**src/rtl/rand_candidate_sampler.sv**
```systemverilog
// Samples the free-running LFSR word after a fixed skip, shapes it into an RSA prime candidate and hands it out via valid/ready.
// Optional repetition-count health test enabled by defining RAND_SAMPLER_HEALTH_EN.
module rand_candidate_sampler #(
  parameter int WORD_WIDTH  = 512,
  parameter int SKIP_CYCLES = 8,
  parameter int REP_LIMIT   = 3
) (
  input  logic                  clk,
  input  logic                  rst,
  input  logic [WORD_WIDTH-1:0] rand_in,
  input  logic                  req_valid,
  output logic                  req_ready,
  output logic                  cand_valid,
  input  logic                  cand_ready,
  output logic [WORD_WIDTH-1:0] cand_out,
  output logic                  busy,
  output logic                  err
);

  localparam int CNT_W = $clog2(SKIP_CYCLES) + 1;
  localparam logic [CNT_W-1:0] CNT_LAST = CNT_W'(SKIP_CYCLES - 1);

  typedef enum logic [1:0] {
    S_IDLE = 2'd0,
    S_SKIP = 2'd1,
    S_OUT  = 2'd2,
    S_ERR  = 2'd3
  } state_e;

  if ((WORD_WIDTH < 4) || (SKIP_CYCLES < 1) || (REP_LIMIT < 2)) begin : g_param_err
    $error("rand_candidate_sampler: illegal parameter combination");
  end

  // Top two bits give the full bit length, LSB makes the candidate odd.
  function automatic logic [WORD_WIDTH-1:0] shape_candidate(input logic [WORD_WIDTH-1:0] raw);
    logic [WORD_WIDTH-1:0] s;
    s                 = raw;
    s[WORD_WIDTH-1]   = 1'b1;
    s[WORD_WIDTH-2]   = 1'b1;
    s[0]              = 1'b1;
    return s;
  endfunction

  state_e                  state_q, state_d;
  logic [CNT_W-1:0]        cnt_q, cnt_d;
  logic [WORD_WIDTH-1:0]   cand_q, cand_d;
  logic                    req_ready_q;
  logic                    busy_q;
  logic                    cand_valid_q;
  logic                    err_q;
  logic                    capture_s;
  logic                    raw_zero_s;
  logic                    rep_fail_s;

  assign capture_s  = (state_q == S_SKIP) && (cnt_q == CNT_LAST);
  assign raw_zero_s = (rand_in == {WORD_WIDTH{1'b0}});

`ifdef RAND_SAMPLER_HEALTH_EN
  localparam int REP_W = $clog2(REP_LIMIT + 1);

  logic [WORD_WIDTH-1:0] prev_raw_q, prev_raw_d;
  logic [REP_W-1:0]      rep_cnt_q, rep_cnt_d;

  // Repetition-count update on every capture; a run of REP_LIMIT equal samples is fatal.
  always_comb begin
    prev_raw_d = prev_raw_q;
    rep_cnt_d  = rep_cnt_q;
    rep_fail_s = 1'b0;
    if (capture_s) begin
      if ((rand_in == prev_raw_q) && (rep_cnt_q != {REP_W{1'b0}})) begin
        rep_cnt_d = rep_cnt_q + REP_W'(1);
      end else begin
        rep_cnt_d = REP_W'(1);
      end
      prev_raw_d = rand_in;
      rep_fail_s = (rep_cnt_d == REP_W'(REP_LIMIT));
    end else begin
      rep_fail_s = 1'b0;
    end
  end

  // Health history registers.
  always_ff @(posedge clk or negedge rst) begin
    if (!rst) begin
      prev_raw_q <= {WORD_WIDTH{1'b0}};
      rep_cnt_q  <= {REP_W{1'b0}};
    end else begin
      prev_raw_q <= prev_raw_d;
      rep_cnt_q  <= rep_cnt_d;
    end
  end
`else
  assign rep_fail_s = 1'b0;
`endif

  // Next-state logic for the request / skip / output handshake.
  always_comb begin
    state_d = state_q;
    cnt_d   = cnt_q;
    cand_d  = cand_q;
    case (state_q)
      S_IDLE: begin
        if (req_valid) begin
          state_d = S_SKIP;
          cnt_d   = {CNT_W{1'b0}};
        end else begin
          state_d = S_IDLE;
        end
      end
      S_SKIP: begin
        cnt_d = cnt_q + CNT_W'(1);
        if (capture_s) begin
          if (raw_zero_s || rep_fail_s) begin
            state_d = S_ERR;
          end else begin
            state_d = S_OUT;
            cand_d  = shape_candidate(rand_in);
          end
        end else begin
          state_d = S_SKIP;
        end
      end
      S_OUT: begin
        if (cand_ready) begin
          state_d = S_IDLE;
        end else begin
          state_d = S_OUT;
        end
      end
      S_ERR: begin
        state_d = S_ERR;
      end
      default: begin
        state_d = S_ERR;
      end
    endcase
  end

  // State plus status outputs, registered from the next state so they track state exactly.
  always_ff @(posedge clk or negedge rst) begin
    if (!rst) begin
      state_q      <= S_IDLE;
      cnt_q        <= {CNT_W{1'b0}};
      cand_q       <= {WORD_WIDTH{1'b0}};
      req_ready_q  <= 1'b1;
      busy_q       <= 1'b0;
      cand_valid_q <= 1'b0;
      err_q        <= 1'b0;
    end else begin
      state_q      <= state_d;
      cnt_q        <= cnt_d;
      cand_q       <= cand_d;
      req_ready_q  <= (state_d == S_IDLE);
      busy_q       <= (state_d == S_SKIP) || (state_d == S_OUT);
      cand_valid_q <= (state_d == S_OUT);
      err_q        <= (state_d == S_ERR);
    end
  end

  assign req_ready  = req_ready_q;
  assign busy       = busy_q;
  assign cand_valid = cand_valid_q;
  assign err        = err_q;
  assign cand_out   = cand_q;

endmodule

```
**config.mk**
```make
export PLATFORM = sky130hd
export DESIGN_NAME = rand_candidate_sampler
export DESIGN_NICKNAME = d
export VERILOG_FILES = /design/src/rtl/rand_candidate_sampler.sv
export SDC_FILE = /design/constraint.sdc
export NUM_CORES = 1
export LEC_CHECK = 0
export BUFFER_PORTS_ARGS = -buffer_cell sky130_fd_sc_hd__buf_4
export CAP_MARGIN = 10
export CORE_AREA = 2 2 407 409
export DETAILED_ROUTE_END_ITERATION = 6
export DIE_AREA = 0 0 409 411
export PLACE_DENSITY = 0.3
export SLEW_MARGIN = 25
export SYNTH_ARGS = -nofsm -noshare
export SYNTH_HDL_FRONTEND = slang
export SYNTH_SLANG_ARGS = --single-unit
```
**constraint.sdc**
```tcl
create_clock -name clk -period 2.8 [get_ports clk]
set_clock_uncertainty 0.2 [all_clocks]
set_input_delay 0.42 -clock clk [delete_from_list [all_inputs] [get_ports clk]]
set_output_delay 0.42 -clock clk [all_outputs]
set_load 0.02 [all_outputs]
```
==> results of run 1 <==
## cell type report
| cell class | count | area, sq um |
|---|---|---|
| clock inverters | 20 | 275 |
| flip-flops and latches | 520 | 13000 |
| inverters | 2 | 7.51 |
| well taps | 2189 | 2740 |
| multi-input cells | 705 | 7650 |
| fillers | 17300 | 121000 |
| repair buffers | 1964 | 16600 |
| diodes | 26 | 65.1 |
| clock buffers | 111 | 2200 |
## kinds of logic after synthesis
family	Yosys count	share of synthesized area [%]
muxes	510	28.1
AOI/OAI and AO/OA	10	0.337
DFF	520	63.7
buffers and inverters	60	2.07
adders and majority gates	4	0.245
and+or+nand+nor	181	5.48
## state kept, by name, summed over array words and instances (netlist names)
signal and flops:
req_ready 1, busy 1, state_q 2, cand_valid 1, cnt_q 4, err 1, cand_out 510
## power breakdown
part	total (mW)	switching, mW	leakage (nW)	internal (mW)
Combinational	19.1	9.94	12.6	9.15
Sequential	13.3	2.22	6.45	11.1
Clock	9.80	3.89	1.22	5.90
## worst paths after layout
check / endpoint / slack [ps] / cells after the start
max in group asynchronous: cand_out[16] / 1320 / 3
min in group clk: cand_out[287] / 300 / 1
min reg2reg: cand_out[287] / 300 / 1
min: cand_out[331] / 160 / 2
max: cand_out[50] / -210 / 12
max reg2reg: cand_out[16] / 440 / 9
## stage by stage
stage / power (mW) / util [%] / hold slack [ps] / setup WS, ps
after global placement: 31.4 / 20.6 / 255 / -2700
final: 42.2 / 25.9 / 160 / -209
after detailed placement: 31.6 / 20.6 / 270 / -1700
after floorplan: 21.2 / - / -75.6 / 238
after CTS: 42.5 / 25.6 / 120 / -223
after global routing: 44.5 / 25.9 / 132 / -327
## placed cells by master, fill, tap and decap left out, types with 3 or more instances in the layout
master         netlist  routed
buf_12               0       9
buf_16               0      11
buf_4               50    1411
buf_6                0      10
buf_8                0       3
bufinv_16            0       5
clkbuf_1             0      17
clkbuf_16            0      83
clkbuf_8             0      19
clkinv_2             0       7
dfrtp_1            519     519
diode_2              0      26
dlygate4sd3_1        0     512
ha_1                 4       4
inv_6                0       4
mux2_2             510     434
mux2_4               0      76
nand2_1              3       3
nand2b_1             3       3
nand4_1             34      34
nor4_1             136     103
nor4_2               0      14
nor4_4               0      19
o21ai_0              3       3
## timing repair
item	in CTS	in global routing
gates resized for setup	75	72
setup buffers	0	6
pin swaps	9	1
endpoints found under the hold margin	603	0
gates cloned	1	9
hold buffers	512	0
setup endpoints to repair	515	513
## worst max-delay path: stages
cell and delay (ps):
buf_4 130, nor4_1 480, nand4_1 220, nor4_4 450, buf_4 190, nand4_1 100, buf_4 170, o21ai_4 200
buf_6 170, buf_12 180, buf_16 210, mux2_2 350
## per-layer routing
metal / share of wire (%) / wire length, um
met4: 3.3 / 4320
met2: 53 / 69000
met1: 33 / 42300
met5: 0.021 / 27
met3: 11 / 14200
==> impl_metrics.py, run 1 <==
metrics = {
    "sta": {
        "slew_headroom_pct": 60.4,
        "setup_slack_ps": -209,
        "min_period_ps": 3010,
        "hold_viol": 0,
        "fmax_mhz": 332,
        "finalSetupTns_ps": -71120,
        "setup_viol": 510,
        "worstMarginPinSlew_ps": 594,
        "slew_viol_final": 0,
        "fin_crit_sh_pct": 107,
        "rsz0062_at_grt": "yes",
    },
    "setup_path": {
        "cp.arrival_ps": 3330,
        "r2r_start": "state_q[1]",
        "cp-end-kind": "flip-flop",
        "path_class": "in2reg",
        "worstSetupStartpointType": "input pin",
        "startpoint": "rand_in[320]",
        "crit_required_ps": 3120,
        "crit_fanout": 21,
    },
    "clock_tree": {
        "clock_sinks": 520,
        "clockRootBuffer": "clkbuf_16",
        "cts_buffers": 74,
        "cts_buffer_depth": 3,
        "insertion_delay_ps": 640,
        "h-tree-depth": 3,
        "cts_tree": "yes",
        "clk_pin_slew_ps": 50,
    },
    "place": {
        "portBuffers": 1031,
        "placed_area_sq_um": 33800,
        "place_hpwl_um": 103000,
        "gp_congestion": 0.847,
        "dp_cells": 4853,
    },
    "power_and_ir_drop": {
        "ir_worst_vdd_mv": 0.462,
        "powerDensity_nw_per_um2": 992,
        "p_leak_nw": 20.3,
    },
    "floorplanning": {
        "dieArea_sq_um": 168000,
        "initial_utilization_pct": 12.5,
        "die_h_um": 411,
        "io_pins": 1032,
        "dieWidth_um": 409,
        "core_area_sq_um": 164000,
        "core.rowCount": 149,
    },
    "logic_synthesis": {
        "synthCells": 1285,
        "synth_edf_count": 0,
        "synth_ff_type": "dfrtp_1",
        "synthesis.nets": 1805,
        "yosysSeqAreaShare_pct": 63.7,
        "synth_top_area_cell": "dfrtp_1",
        "syn_area_sq_um": 20400,
        "avgSynthCellArea_sq_um": 15.9,
        "yosysWarnings": 0,
        "yosysTopAreaCellShare_pct": 63.6,
        "async_flop_share_pct": 100,
        "synthTopCellsByCount": "519 x dfrtp_1, 510 x mux2_2, 136 x nor4_1",
        "ys_types": 22,
        "ys_ff_latch": 520,
        "yosysMostFrequentCell": "dfrtp_1",
        "synthTopCellsByArea": "dfrtp_1 64%, mux2_2 28%, nor4_1 4.2%",
    },
    "job": {
        "maxCapViolCount": 0,
    },
    "status": {
        "outcome": "complete, but fails checks",
        "violations": "negative setup slack",
    },
    "cells_and_area": {
        "layout-drive-gt1-share_pct": 63.6,
        "num-nets-final": 3787,
        "final_design_area_no_fill_sq_um": 42500,
        "final_cells": 5537,
        "area_delta_synth_final_pct": 108,
    },
    "drt": {
        "ant_nets": 0,
        "wl_um": 130000,
        "drt_iter0_drc": 594,
        "dr_total_vias": 19600,
        "drcViolationCount": 0,
        "via_per_inst": 3.54,
        "firstDrtPassIters": 4,
        "wl_per_cell_um": 23.4,
    },
    "global_route": {
        "use_met3_pct": 7.58,
        "grt_max_degree": 82,
        "busiest_layer": "met2",
        "grt_pass1_vias": 22800,
        "overflow": 0,
        "grt_util_all_layers_pct": 14.8,
        "grt_use_met1_pct": 13.8,
        "grt_use_met2_pct": 27.5,
        "antenna_found_initial": 46,
        "grt_pass1_wl_um": 176000,
    },
    "worst_hold_path": {
        "min_path_type": "in2async",
    },
}
Note: power is estimated with default switching activity, not from simulation.
==> run 2, diff against run 1 <==
- PLACE_DENSITY: 0.3 -> 0.35
==> run 2 against run 1 <==
  * Combinational power decreased by 2%
  * Critical path type unchanged
  * Cell area up 0.35%
  * Die area did not move
  * Flip-flop and latch count unchanged
  * The flow still finishes with violations (negative setup slack)
  * Global-route usage is 0.21 points lower
==> impl_metrics.py, run 2 (synthesis results as in run 1) <==
metrics = {
    "floorplanning": {
        "die_h_um": 411,
        "dieArea_sq_um": 168000,
        "dieWidth_um": 409,
        "core_area_sq_um": 164000,
        "io_pins": 1032,
        "core.rowCount": 149,
        "initial_utilization_pct": 12.5,
    },
    "setup_path": {
        "cp_slowest_cell": "nor4_1",
        "max_stage_delay_ps": 500,
        "crit_fanout": 27,
        "path_delay_family": "simple AND/OR/NAND/NOR gates",
        "cp.arrival_ps": 3440,
        "crit_required_ps": 3120,
        "worstSetupStartpointType": "input pin",
        "path_class": "in2reg",
        "crit_path_cell_trace": "buf_4 > nor4_1 > nand4_1 > nor4_1 > buf_4 > nand4_1 > o21ai_4 > buf_8 > buf_12 > buf_16 > mux2_2",
        "cp-end-kind": "flip-flop",
        "crit_buf_inv": 5,
    },
    "clock_tree": {
        "cts_buffer_depth": 3,
        "cts_buffers": 73,
        "insertion_delay_ps": 640,
        "clk_pin_slew_ps": 50,
        "h-tree-depth": 3,
        "clockRootBuffer": "clkbuf_16",
        "cts_tree": "yes",
        "clock_sinks": 520,
    },
    "drt": {
        "wl_um": 127000,
        "drt_iter0_drc": 648,
        "firstDrtPassIters": 5,
        "ant_nets": 0,
        "via_per_inst": 3.53,
        "dr_total_vias": 19700,
        "wl_per_cell_um": 22.7,
        "drcViolationCount": 0,
    },
    "global_route": {
        "grt_pass1_vias": 21900,
        "grt_util_all_layers_pct": 14.6,
        "overflow": 0,
        "antenna_found_initial": 41,
        "grt_pass1_wl_um": 173000,
        "grt_max_degree": 78,
    },
    "sta": {
        "setup_viol": 514,
        "rsz0062_at_grt": "yes",
        "fmax_mhz": 321,
        "hold_ws_ps": 241,
        "worstMarginPinSlew_ps": 748,
        "min_period_ps": 3120,
        "setup_slack_ps": -318,
        "slew_headroom_pct": 50.0,
        "fin_crit_sh_pct": 111,
        "hold_viol": 0,
        "finalSetupTns_ps": -133710,
        "slew_viol_final": 0,
    },
    "power_and_ir_drop": {
        "power_mw": 41.2,
        "p_leak_nw": 20.3,
        "ir_worst_vdd_mv": 0.522,
        "powerDensity_nw_per_um2": 967,
    },
    "status": {
        "outcome": "complete, but fails checks",
        "violations": "negative setup slack",
    },
    "worst_hold_path": {
        "min_path_type": "in2async",
    },
    "cells_and_area": {
        "layout_common_cells": "1473 x buf_4, 519 x dfrtp_1, 513 x dlygate4sd3_1",
        "layout_commonest_cell": "buf_4",
        "final-seq-area_sq_um": 13000,
        "area_delta_synth_final_pct": 109,
        "fillers": 17400,
        "final_design_area_no_fill_sq_um": 42700,
        "largest_reg_flops": 510,
        "num-nets-final": 3853,
        "layout-drive-gt1-share_pct": 63.8,
        "multi_input_area_sq_um": 7380,
    },
    "place": {
        "portBuffers": 1031,
        "post-place-ws_ps": -1740,
        "gp_congestion": 0.817,
        "place_hpwl_um": 101000,
        "placed_area_sq_um": 34300,
    },
    "job": {
        "maxCapViolCount": 0,
    },
}
[run 2: tightest hold or removal path, cell delays in order]
cell	delay, ps
dlygate4sd3_1	570
buf_8	210
buf_12	240
[run 2: final cells by class]
| cell class | instances | area share, % |
|---|---|---|
| Clock inverter | 26 | 0.707 |
| Sequential cell | 520 | 30.5 |
| Tap cell | 2189 | 6.42 |
| Antenna cell | 12 | 0.0704 |
| Clock buffer | 103 | 4.78 |
| Inverter | 2 | 0.0176 |
| Multi-Input combinational cell | 705 | 17.3 |
| Timing Repair Buffer | 2031 | 40.2 |
[run 2: layer usage]
layer / GRT usage, % / vias up / routed length [um]
met5: 0 / - / 0
met4: 4.52 / 0 / 3720
met3: 6.01 / 205 / 11200
met2: 26.6 / 748 / 66300
met1: 15.2 / 9869 / 45600
li1: - / 8926 / -
[run 2: what timing repair did]
item,in CTS,in global routing
hold buffers,513,0
cloned,5,3
pin swaps,5,0
buffers inserted,7,1
endpoints found under the setup margin,515,515
hold endpoints to repair,939,0
gates resized for setup,88,19
[run 2: path summary, 6_finish.rpt]
check	from	end	slack [ps]	cells past startpoint
max	rand_in[284]	cand_out[3]	-320	11
min	rst	cand_out[57]	240	3
max reg2reg	state_q[1]	cand_out[224]	260	10
min reg2reg	cand_out[470]	cand_out[470]	300	1
max in group asynchronous	rst	cand_out[195]	990	3
min in group clk	cand_out[470]	cand_out[470]	300	1
[run 2: stage by stage]
step / cells / util, %
after floorplan: 1285 / -
after global placement: 4918 / 21.0
after detailed placement: 4918 / 21.0
after CTS: 5572 / 25.9
after global routing: 5585 / 26.0
final: 5588 / 26.0
[run 2: power breakdown]
group          total, mW  internal [mW]  switching, mW
clock network       9.36           5.47           3.89
registers           13.1           11.1           2.08
logic               18.7           9.10           9.64
==> run 3, diff against run 2 <==
- ABC_AREA: default -> 1
- CORE_AREA: 2 2 407 409 -> 2 2 400 402
- DIE_AREA: 0 0 409 411 -> 0 0 402 404
- PLACE_DENSITY: 0.35 -> 0.37
==> run 3 against run 2 <==
  * The run still ends with negative setup slack left
  * Count of clock-buffer cells in the layout is 4 higher
  * Critical path depth is 4 higher
  * Sequential share of layout area is 0.69 points lower
  * Largest cell class unchanged
  * Cell area is 2.3% higher
  * Flip-flop and latch count stayed put
  * Critical path type unchanged
  * Combinational power hardly changed
  * Die area is 3.4% lower
  * Highest routed layer is now met5
  * Hold slack worse by 190 ps
  * Setup slack better by 270 ps
  * Register-to-register slack better by 140 ps
  * Total power is 1.9% higher
  * Via count is 34% higher
==> impl_metrics.py, run 3 <==
metrics = {
    "setup_path": {
        "path_class": "in2reg",
        "r2r_start": "state_q[0]",
        "r2r_slack_ps": 400,
        "reg2reg_depth": 9,
        "crit_required_ps": 3130,
        "reg2reg_to": "cand_out[119]",
        "crit_fanout": 46,
        "worstSetupStartpointType": "input pin",
        "cp-end-kind": "flip-flop",
        "cp.arrival_ps": 3180,
    },
    "logic_synthesis": {
        "synth_ff_type": "dfrtp_1",
        "synth_top_area_cell": "dfrtp_1",
        "ys_ff_latch": 520,
        "avgSynthCellArea_sq_um": 7.91,
        "yosysMostFrequentCell": "nand2_1",
        "yosysTopAreaCellShare_pct": 57.3,
        "synthCells": 2865,
        "yosysWarnings": 0,
        "ys_types": 20,
        "syn_area_sq_um": 22600,
        "yosysSeqAreaShare_pct": 57.5,
        "async_flop_share_pct": 100,
        "synthesis.nets": 3385,
        "synth_edf_count": 0,
        "synthTopCellsByCount": "1207 x nand2_1, 519 x dfrtp_1, 510 x nand3_1",
        "synthTopCellsByArea": "dfrtp_1 57%, nand2_1 20%, nand3_1 11%",
    },
    "cells_and_area": {
        "layout-drive-gt1-share_pct": 32.9,
        "layout_commonest_cell": "buf_4",
        "layout_common_cells": "1299 x buf_4, 1189 x nand2_1, 519 x dfrtp_1",
        "utilization_pct": 27.7,
        "final_cells": 6803,
        "num-nets-final": 5183,
        "largest_reg_flops": 510,
        "area_delta_synth_final_pct": 92.7,
    },
    "drt": {
        "wl_um": 140000,
        "wl_per_cell_um": 20.5,
        "wl_met1_um": 58600,
        "drcViolationCount": 0,
        "wl_met3_um": 8530,
        "firstDrtPassIters": 5,
        "wl_met2_um": 68500,
        "drt_iter0_drc": 1546,
        "top_layer": "met5",
        "ant_nets": 0,
        "via_per_inst": 3.90,
        "dr_total_vias": 26500,
    },
    "status": {
        "violations": "negative setup slack",
        "outcome": "complete, but fails checks",
    },
    "power_and_ir_drop": {
        "powerDensity_nw_per_um2": 963,
        "p_leak_nw": 22.3,
        "ir_worst_vdd_mv": 0.498,
    },
    "place": {
        "dp_cells": 6129,
        "place_hpwl_um": 106000,
        "post-place-ws_ps": -795,
        "portBuffers": 1031,
        "gp_congestion": 0.864,
    },
    "clock_tree": {
        "clk_pin_slew_ps": 50,
        "h-tree-depth": 3,
        "cts_tree": "yes",
        "insertion_delay_ps": 650,
        "clockRootBuffer": "clkbuf_16",
        "cts_buffers": 71,
        "cts_buffer_depth": 3,
        "clock_sinks": 520,
    },
    "floorplanning": {
        "core.rowCount": 146,
        "dieArea_sq_um": 162000,
        "core_area_sq_um": 158000,
        "dieWidth_um": 402,
        "die_h_um": 404,
        "initial_utilization_pct": 14.4,
        "io_pins": 1032,
    },
    "global_route": {
        "antenna_found_initial": 20,
        "grt_util_all_layers_pct": 16.3,
        "overflow": 0,
        "grt_max_degree": 65,
        "grt_pass1_wl_um": 195000,
        "grt_pass1_vias": 27400,
    },
    "sta": {
        "setup_slack_ps": -51.9,
        "min_period_ps": 2850,
        "setup_viol": 22,
        "fin_crit_sh_pct": 102,
        "fmax_mhz": 351,
        "slew_headroom_pct": 51.9,
        "rsz0062_at_grt": "yes",
        "worstMarginPinSlew_ps": 722,
        "slew_viol_final": 0,
        "hold_viol": 0,
    },
    "worst_hold_path": {
        "min_from": "rand_in[245]",
        "holdPathEnd": "cand_out[245]",
        "min_path_cells": 4,
        "min_path_type": "in2reg",
    },
    "job": {
        "maxCapViolCount": 0,
    },
}
[run 3: changes by cell type after synthesis, sizes merged, moves of 3 or more]
cell    previous run  this run
nand2b             3         0
inv                2        10
mux2             510         0
nand4             34        14
nor2               1       419
nand2              3      1207
buf               58       101
nor4             136         0
nand3              1       510
clkbuf             0        69
[run 3: per-stage QoR]
stage / hold WS [ps] / setup TNS (ps) / area [sq um] / total power [mW]
finish: 46.0 / -355 / 43700 / 42.0
global route: 27.8 / -1950 / 43600 / 44.5
detailed placement: 259 / -361630 / 35300 / 32.0
global placement: 255 / -345850 / 35300 / 31.9
CTS: 3.85 / 0 / 42800 / 42.4
floorplan: -75.6 / 0 / 22600 / 21.6
[run 3: per-layer routing]
metal,GRT usage [%],up-vias
met2,27.8,785
met1,20.1,12800
met4,5.07,2
li1,-,12700
met3,4.09,153
met5,0,-
[run 3: area by class of cell]
class,instances,area [sq um]
Fill cell,17400,114000
Inverter,10,37.5
Antenna cell,15,37.5
Multi-Input combinational cell,2165,9050
Timing Repair Buffer,1895,16500
Sequential cell,520,13000
Clock buffer,107,2140
Tap cell,2072,2590
Clock inverter,19,262
[run 3: worst max path at each step]
stage	from	to	slack, ps	cells past startpoint
6_report	rand_in[148]	cand_out[119]	-50	15
5_1_grt	rand_in[191]	cand_out[32]	-60	16
4_1_cts	rand_in[246]	cand_out[104]	2	18
3_5_place_dp	rand_in[281]	cand_out[198]	-800	18
3_3_place_gp	rand_in[281]	cand_out[204]	-770	18
2_1_floorplan	rand_in[11]	busy	470	13
[run 3: power breakdown]
part           leakage (nW)  total [mW]  switching [mW]  internal (mW)
clock network          1.18        9.51            3.85           5.66
logic                  14.5        18.9            11.1           7.82
registers              6.61        13.6            2.31           11.3
total                  22.3        42.0            17.3           24.7
[run 3: timing repair]
action | CTS | global route
setup buffers | 0 | 7
hold endpoints to repair | 570 | 1
hold buffers | 508 | 1
cloned | 0 | 17
gates resized for setup | 1 | 103
pin swaps | 0 | 27
setup endpoints to repair | 251 | 506
[run 3: cell families after synthesis]
kind of cell | after synthesis | synth area share, %
AO/OA/AOI/OAI | 9 | 0.243
flip-flops | 520 | 57.5
buffers and inverters | 180 | 3.36
AND/OR/NAND/NOR | 2152 | 38.7
adder cells (fa/ha/maj) | 4 | 0.221
[run 3: critical path, cell delays in order]
cell           delay, ps
dlygate4sd3_1        550
buf_4                150
nor2_1                80
nand2_1               80
nor2_1               120
nand4_1              220
nor2_2               200
buf_4                140
nand2_1               70
nor2_2               160
buf_6                140
nand2_4               80
buf_12               180
nand3_1              340
nand2_1               90
